### config.mk
export PLATFORM = sky130hd
export DESIGN_NAME = rf_wb_arbiter_flat
export DESIGN_NICKNAME = d
export VERILOG_FILES = /design/src/rtl/rf_wb_arbiter_if.sv /design/src/rtl/rf_wb_arbiter.sv /design/src/flat_wrapper.sv
export SDC_FILE = /design/constraint.sdc
export NUM_CORES = 1
export LEC_CHECK = 0
export CAP_MARGIN = 20
export CORE_MARGIN = 2
export CORE_UTILIZATION = 41
export CTS_CLUSTER_SIZE = 12
export DETAILED_ROUTE_END_ITERATION = 7
export PLACE_DENSITY = 0.86
export SYNTH_ARGS = -nofsm -noshare
export SYNTH_HDL_FRONTEND = slang
export SYNTH_SLANG_ARGS = --single-unit
export TNS_END_PERCENT = 10
### constraint.sdc
create_clock -name clk -period 3 [get_ports clk]
set_input_delay 0.6 -clock clk [delete_from_list [all_inputs] [get_ports clk]]
set_output_delay 0.6 -clock clk [all_outputs]
set_load 0.03 [all_outputs]
### src/rtl/rf_wb_arbiter_if.sv
// Write-back port bundle: two valid/ready requesters, a stall input, the
// register-file write port and the contention flag.
interface rf_wb_arbiter_if #(
  parameter int DATA_W = 32,
  parameter int ADDR_W = 5
);
  logic              stall;
  logic              req0_valid;
  logic [ADDR_W-1:0] req0_addr;
  logic [DATA_W-1:0] req0_data;
  logic              req0_ready;
  logic              req1_valid;
  logic [ADDR_W-1:0] req1_addr;
  logic [DATA_W-1:0] req1_data;
  logic              req1_ready;
  logic              rf_we;
  logic [ADDR_W-1:0] rf_addr;
  logic [DATA_W-1:0] rf_wdata;
  logic              busy;

  // Requester / register-file side of the arbiter.
  modport master (
    output stall,
    output req0_valid, req0_addr, req0_data,
    input  req0_ready,
    output req1_valid, req1_addr, req1_data,
    input  req1_ready,
    input  rf_we, rf_addr, rf_wdata,
    input  busy
  );

  // The arbiter itself.
  modport slave (
    input  stall,
    input  req0_valid, req0_addr, req0_data,
    output req0_ready,
    input  req1_valid, req1_addr, req1_data,
    output req1_ready,
    output rf_we, rf_addr, rf_wdata,
    output busy
  );
endinterface

### src/rtl/rf_wb_arbiter.sv
// Round-robin arbiter sharing the register file's single write port between
// the ALU/jump result (req 0) and the load unit (req 1), with x0 filtering.
module rf_wb_arbiter #(
  parameter int DATA_W = 32,
  parameter int ADDR_W = 5
) (
  input logic              clk,
  input logic              rst_n,
  rf_wb_arbiter_if.slave   bus
);

  logic              prio;      // 0: req 0 preferred on contention
  logic              grant0;
  logic              grant1;
  logic [ADDR_W-1:0] win_addr;
  logic [DATA_W-1:0] win_data;

  // NOTE: every always_comb output gets a default first so no path leaves it
  // unassigned, which would otherwise infer a latch.
  always_comb begin
    grant0   = 1'b0;
    grant1   = 1'b0;
    win_addr = bus.req0_addr;
    win_data = bus.req0_data;

    if (rst_n && !bus.stall) begin
      if (bus.req0_valid && bus.req1_valid) begin
        grant0 = (prio == 1'b0);
        grant1 = (prio == 1'b1);
      end else begin
        grant0 = bus.req0_valid;
        grant1 = bus.req1_valid;
      end
    end

    if (grant1) begin
      win_addr = bus.req1_addr;
      win_data = bus.req1_data;
    end
  end

  // Readies are the grants themselves, so both are held low in reset/stall.
  assign bus.req0_ready = grant0;
  assign bus.req1_ready = grant1;
  assign bus.busy       = rst_n && ((bus.req0_valid && !grant0) ||
                                    (bus.req1_valid && !grant1));

  // NOTE: sequential state uses non-blocking assignments so every register
  // samples pre-edge values regardless of statement order.
  always_ff @(posedge clk) begin
    if (!rst_n) begin
      prio         <= 1'b0;
      bus.rf_we    <= 1'b0;
      bus.rf_addr  <= '0;
      bus.rf_wdata <= '0;
    end else if (grant0 || grant1) begin
      prio         <= grant0;
      bus.rf_addr  <= win_addr;
      bus.rf_wdata <= win_data;
      // x0 writes are accepted but never reach the register file.
      bus.rf_we    <= (win_addr != '0);
    end else begin
      bus.rf_we    <= 1'b0;
    end
  end

endmodule

### src/flat_wrapper.sv
// flat-port wrapper written by rule: the top's interface ports become plain ports
module rf_wb_arbiter_flat 
#(
  parameter int DATA_W = 32,
  parameter int ADDR_W = 5
)
  (clk, rst_n, bus_stall, bus_req0_valid, bus_req0_addr, bus_req0_data, bus_req0_ready, bus_req1_valid, bus_req1_addr, bus_req1_data, bus_req1_ready, bus_rf_we, bus_rf_addr, bus_rf_wdata, bus_busy);
  rf_wb_arbiter_if #(.DATA_W(DATA_W), .ADDR_W(ADDR_W)) bus_i ();
  input logic clk;
  input logic rst_n;
  input wire logic [$bits(bus_i.stall)-1:0] bus_stall;
  input wire logic [$bits(bus_i.req0_valid)-1:0] bus_req0_valid;
  input wire logic [$bits(bus_i.req0_addr)-1:0] bus_req0_addr;
  input wire logic [$bits(bus_i.req0_data)-1:0] bus_req0_data;
  output wire logic [$bits(bus_i.req0_ready)-1:0] bus_req0_ready;
  input wire logic [$bits(bus_i.req1_valid)-1:0] bus_req1_valid;
  input wire logic [$bits(bus_i.req1_addr)-1:0] bus_req1_addr;
  input wire logic [$bits(bus_i.req1_data)-1:0] bus_req1_data;
  output wire logic [$bits(bus_i.req1_ready)-1:0] bus_req1_ready;
  output wire logic [$bits(bus_i.rf_we)-1:0] bus_rf_we;
  output wire logic [$bits(bus_i.rf_addr)-1:0] bus_rf_addr;
  output wire logic [$bits(bus_i.rf_wdata)-1:0] bus_rf_wdata;
  output wire logic [$bits(bus_i.busy)-1:0] bus_busy;
  assign bus_i.stall = bus_stall;
  assign bus_i.req0_valid = bus_req0_valid;
  assign bus_i.req0_addr = bus_req0_addr;
  assign bus_i.req0_data = bus_req0_data;
  assign bus_req0_ready = bus_i.req0_ready;
  assign bus_i.req1_valid = bus_req1_valid;
  assign bus_i.req1_addr = bus_req1_addr;
  assign bus_i.req1_data = bus_req1_data;
  assign bus_req1_ready = bus_i.req1_ready;
  assign bus_rf_we = bus_i.rf_we;
  assign bus_rf_addr = bus_i.rf_addr;
  assign bus_rf_wdata = bus_i.rf_wdata;
  assign bus_busy = bus_i.busy;
  rf_wb_arbiter #(.DATA_W(DATA_W), .ADDR_W(ADDR_W)) u_core (.clk(clk), .rst_n(rst_n), .bus(bus_i));
endmodule
==> results.md <==
- Status: finished, final reports clean
- Antenna diodes: 0
- CTS clk-pin slew, worst paths: 0.08 ns
- Yosys Warn Count: 0
- Cell Chain, Critical Path: clkdlybuf4s50_1, nor2b_4, and3_1, clkdlybuf4s50_1
- Grt ovf: 0
- PostCTS Resize Cnt: 0
- Worst Path Arrival: 2.19 ns
- Crit end category: output pin
- WHS: 0.523 ns
- Post-Syn Area: 2040 um^2
- GRT Total Usage: 25.7%
- Power per cell area: 405 nW/um^2
- Gp weighted congestion: 0.768
- Fin nets: 422
- FF/Latch Area: 781 um^2
- Worst Path Buf+Inv: 2
- Final hold vios: 0
- Top FF cell, synth: dfxtp_1
- Hold path startpoint: u_core.bus.rf_wdata[3]$_SDFFE_PN0P_
- Worst Path Required: about 2.4 ns
- 1st-pass router iterations: 5
- CP Launch Point: rst_n
- Layout Cell Area excl Fill: 3310 um^2
- Die width: between 70 and 80 um
- Startpoint Class: input port
- Cell mode on critical path: clkdlybuf4s50_1
- Slew headroom: 51.0%
- Worst-skew pair later-pin latency: ~0.29 ns
- TritonCTS Buffers: 5
- Clock Sinks: 39
- Area Growth Syn to Fin: 62.2%
- EDFF count, synth: 0
- Crit-path slowest cell: clkdlybuf4s50_1
- Synthesized net count: 322
- Max Slew Vio Count: 0
- Routed wire length: 7230 um
- I/O Pins: 120
- Average routed wire per standard cell: between 15 and 20 um
- Peak Freq: ~360 MHz
- Synth Area per Inst: 8.39 um^2
- Post-route DRC: 0
- Detailed Place HPWL: 4620 um
- Worst Hold Class: flop to flop
- CP delay by family, top: buffers and inverters
- Synth cell types: 27
- Core area: 4750 um^2
- Root Driver: clkbuf_8
- FILL cells: 401
- Via count: 2524
- Synth Instances: 243
- Routed Antenna Nets: 0
- Vias in the first global route: 2293
- Multi-input combinational cell area: 1070 um^2
- Die area: 5550 um^2
- RSZ-0062 raised after global routing: false
- Pin count of the biggest net entering global routing: 77
- Layout cell share with drive strength beyond 1: 7.29%
- Initial Utilization: 42.9%
- FP Rows: 25
- Max cap viols: 0
- Setup violations, final: 0
- Die height: 74.5 um
- Seq/Total Area, Yosys: 38.3%
- CP peak stage delay: 0.67 ns
- Avg Vias per Cell: between 6 and 7
- H-tree levels: 2
- CTS Buffer Depth: 2
- Port Buffers: 119
- First-pass GRT wire length: 11100 um
- DP Area: 3220 um^2
- Postcts setup bufs: 0
- Sum Neg Setup Slack: 0 ns
- Slew @ Worst Pin: 0.735 ns
- DRT iter0 DRCs: approximately 230
- FF+latch count, synth: 39
- Hold-fix buffers, CTS: 0
- Async set-reset flop share out of synthesis: 0%
- Crit-path max FO: 4
- IR Drop Worst-Case VDD: 0.223 mV
- P_leak: 1.05 nW
- Final period util: 92.9%
- CTS tree: yes
- Period minus WS final: 2.79 ns
- WS Path Type: input port to output pin
- Initial antenna violation count: 0
- Worst R2R Start: u_core.prio$_SDFFE_PN0P_
- Clock skew: 0.00525 ns
==> where the power goes <==
group          internal, mW  switching [mW]
sequential            0.551          0.0175
combinational         0.199           0.212
clock                 0.180           0.179
total                 0.931           0.409
==> final timing paths <==
path / endpoint / slack (ns) / cells past startpoint
max reg2reg: u_core.bus.rf_we$_SDFF_PN0_ / 1.37 / 4
min reg2reg: u_core.bus.rf_wdata[3]$_SDFFE_PN0P_ / 0.52 / 2
max: bus_req0_ready / 0.21 / 4
min: u_core.bus.rf_wdata[3]$_SDFFE_PN0P_ / 0.52 / 2
==> synthesized netlist by cell type (all sizes together), types with 2 or more instances <==
master | n | share of area, %
a21oi | 38 | 9.3
nand2 | 2 | 0.37
buf | 24 | 6.9
nand4 | 37 | 11
or4 | 3 | 1.1
clkbuf | 13 | 2.5
o21ai | 38 | 9.3
a311oi | 37 | 17
dfxtp | 39 | 38
==> flip-flops by register name, indices dropped and copies added, names as in the netlist <==
name	flops
u_core.prio	1
u_core.bus.rf_wdata	32
u_core.bus.rf_addr	5
u_core.bus.rf_we	1
==> cell usage in the layout, fill, tap and decap left out <==
cell             synthesis  routed
clkinv_2                 0       1
dfxtp_1                 39      39
a21oi_1                 38      38
clkbuf_8                 0       6
and2_1                   1       1
o21ai_1                  3       3
inv_1                    1       1
or4_1                    3       3
o311a_1                  1       1
buf_4                    4      12
nand2b_1                 1       1
a311oi_1                34      34
o21ai_0                 35      35
o21a_1                   1       1
buf_12                   0       1
and2b_4                  1       1
nand4_1                 37      37
or2_1                    1       1
and3_1                   1       1
nand2_1                  2       2
clkdlybuf4s50_1          0     117
nor2_1                   1       1
a311oi_2                 3       3
nor2b_4                  0       1
nand3b_1                 1       1
a21boi_0                 1       1
==> worst reg2reg max path, delay by kind of cell, from the launching register on <==
kind / cells / cell delay (ns)
and+or+nand+nor: 2 / 0.78
DFF: 1 / 0.37
buffers and inverters: 1 / 0.23
AOI/OAI and AO/OA: 1 / 0.13
==> metal layers <==
layer	vias up	global-route usage, %	part of all wire, %
li1	1171	-	-
met2	150	40.2	46
met1	1191	34.6	43
met3	12	7.18	10
met5	-	0	0
met4	0	8.13	1.5
==> cells by family (layout without fill, tap and decap cells) <==
family	after synthesis	after routing	synth area share [%]
buffers and inverters	38	138	9.58
DFF	39	39	38.3
and+or+nand+nor	50	50	15.4
AOI/OAI and AO/OA	116	116	36.7
==> area by class of cell <==
cell class | count | share of cell area [%]
clock inverters | 1 | 0.151
flip-flops and latches | 39 | 23.6
clock buffers | 6 | 2.50
multi-input cells | 166 | 32.3
inverters | 1 | 0.114
repair buffers | 130 | 38.7
well taps | 67 | 2.53
==> per-stage QoR <==
step / total power, mW / worst slack (ns) / cells / utilization, %
after floorplan: 0.784 / 0.749 / 243 / -
after global placement: 0.982 / 0.291 / 403 / 67.7
after detailed placement: 0.988 / 0.237 / 403 / 67.7
after CTS: 1.34 / 0.232 / 410 / 69.6
after global routing: 1.39 / 0.172 / 410 / 69.6
final: 1.34 / 0.213 / 410 / 69.6
Note: power is estimated with default switching activity, not from simulation.
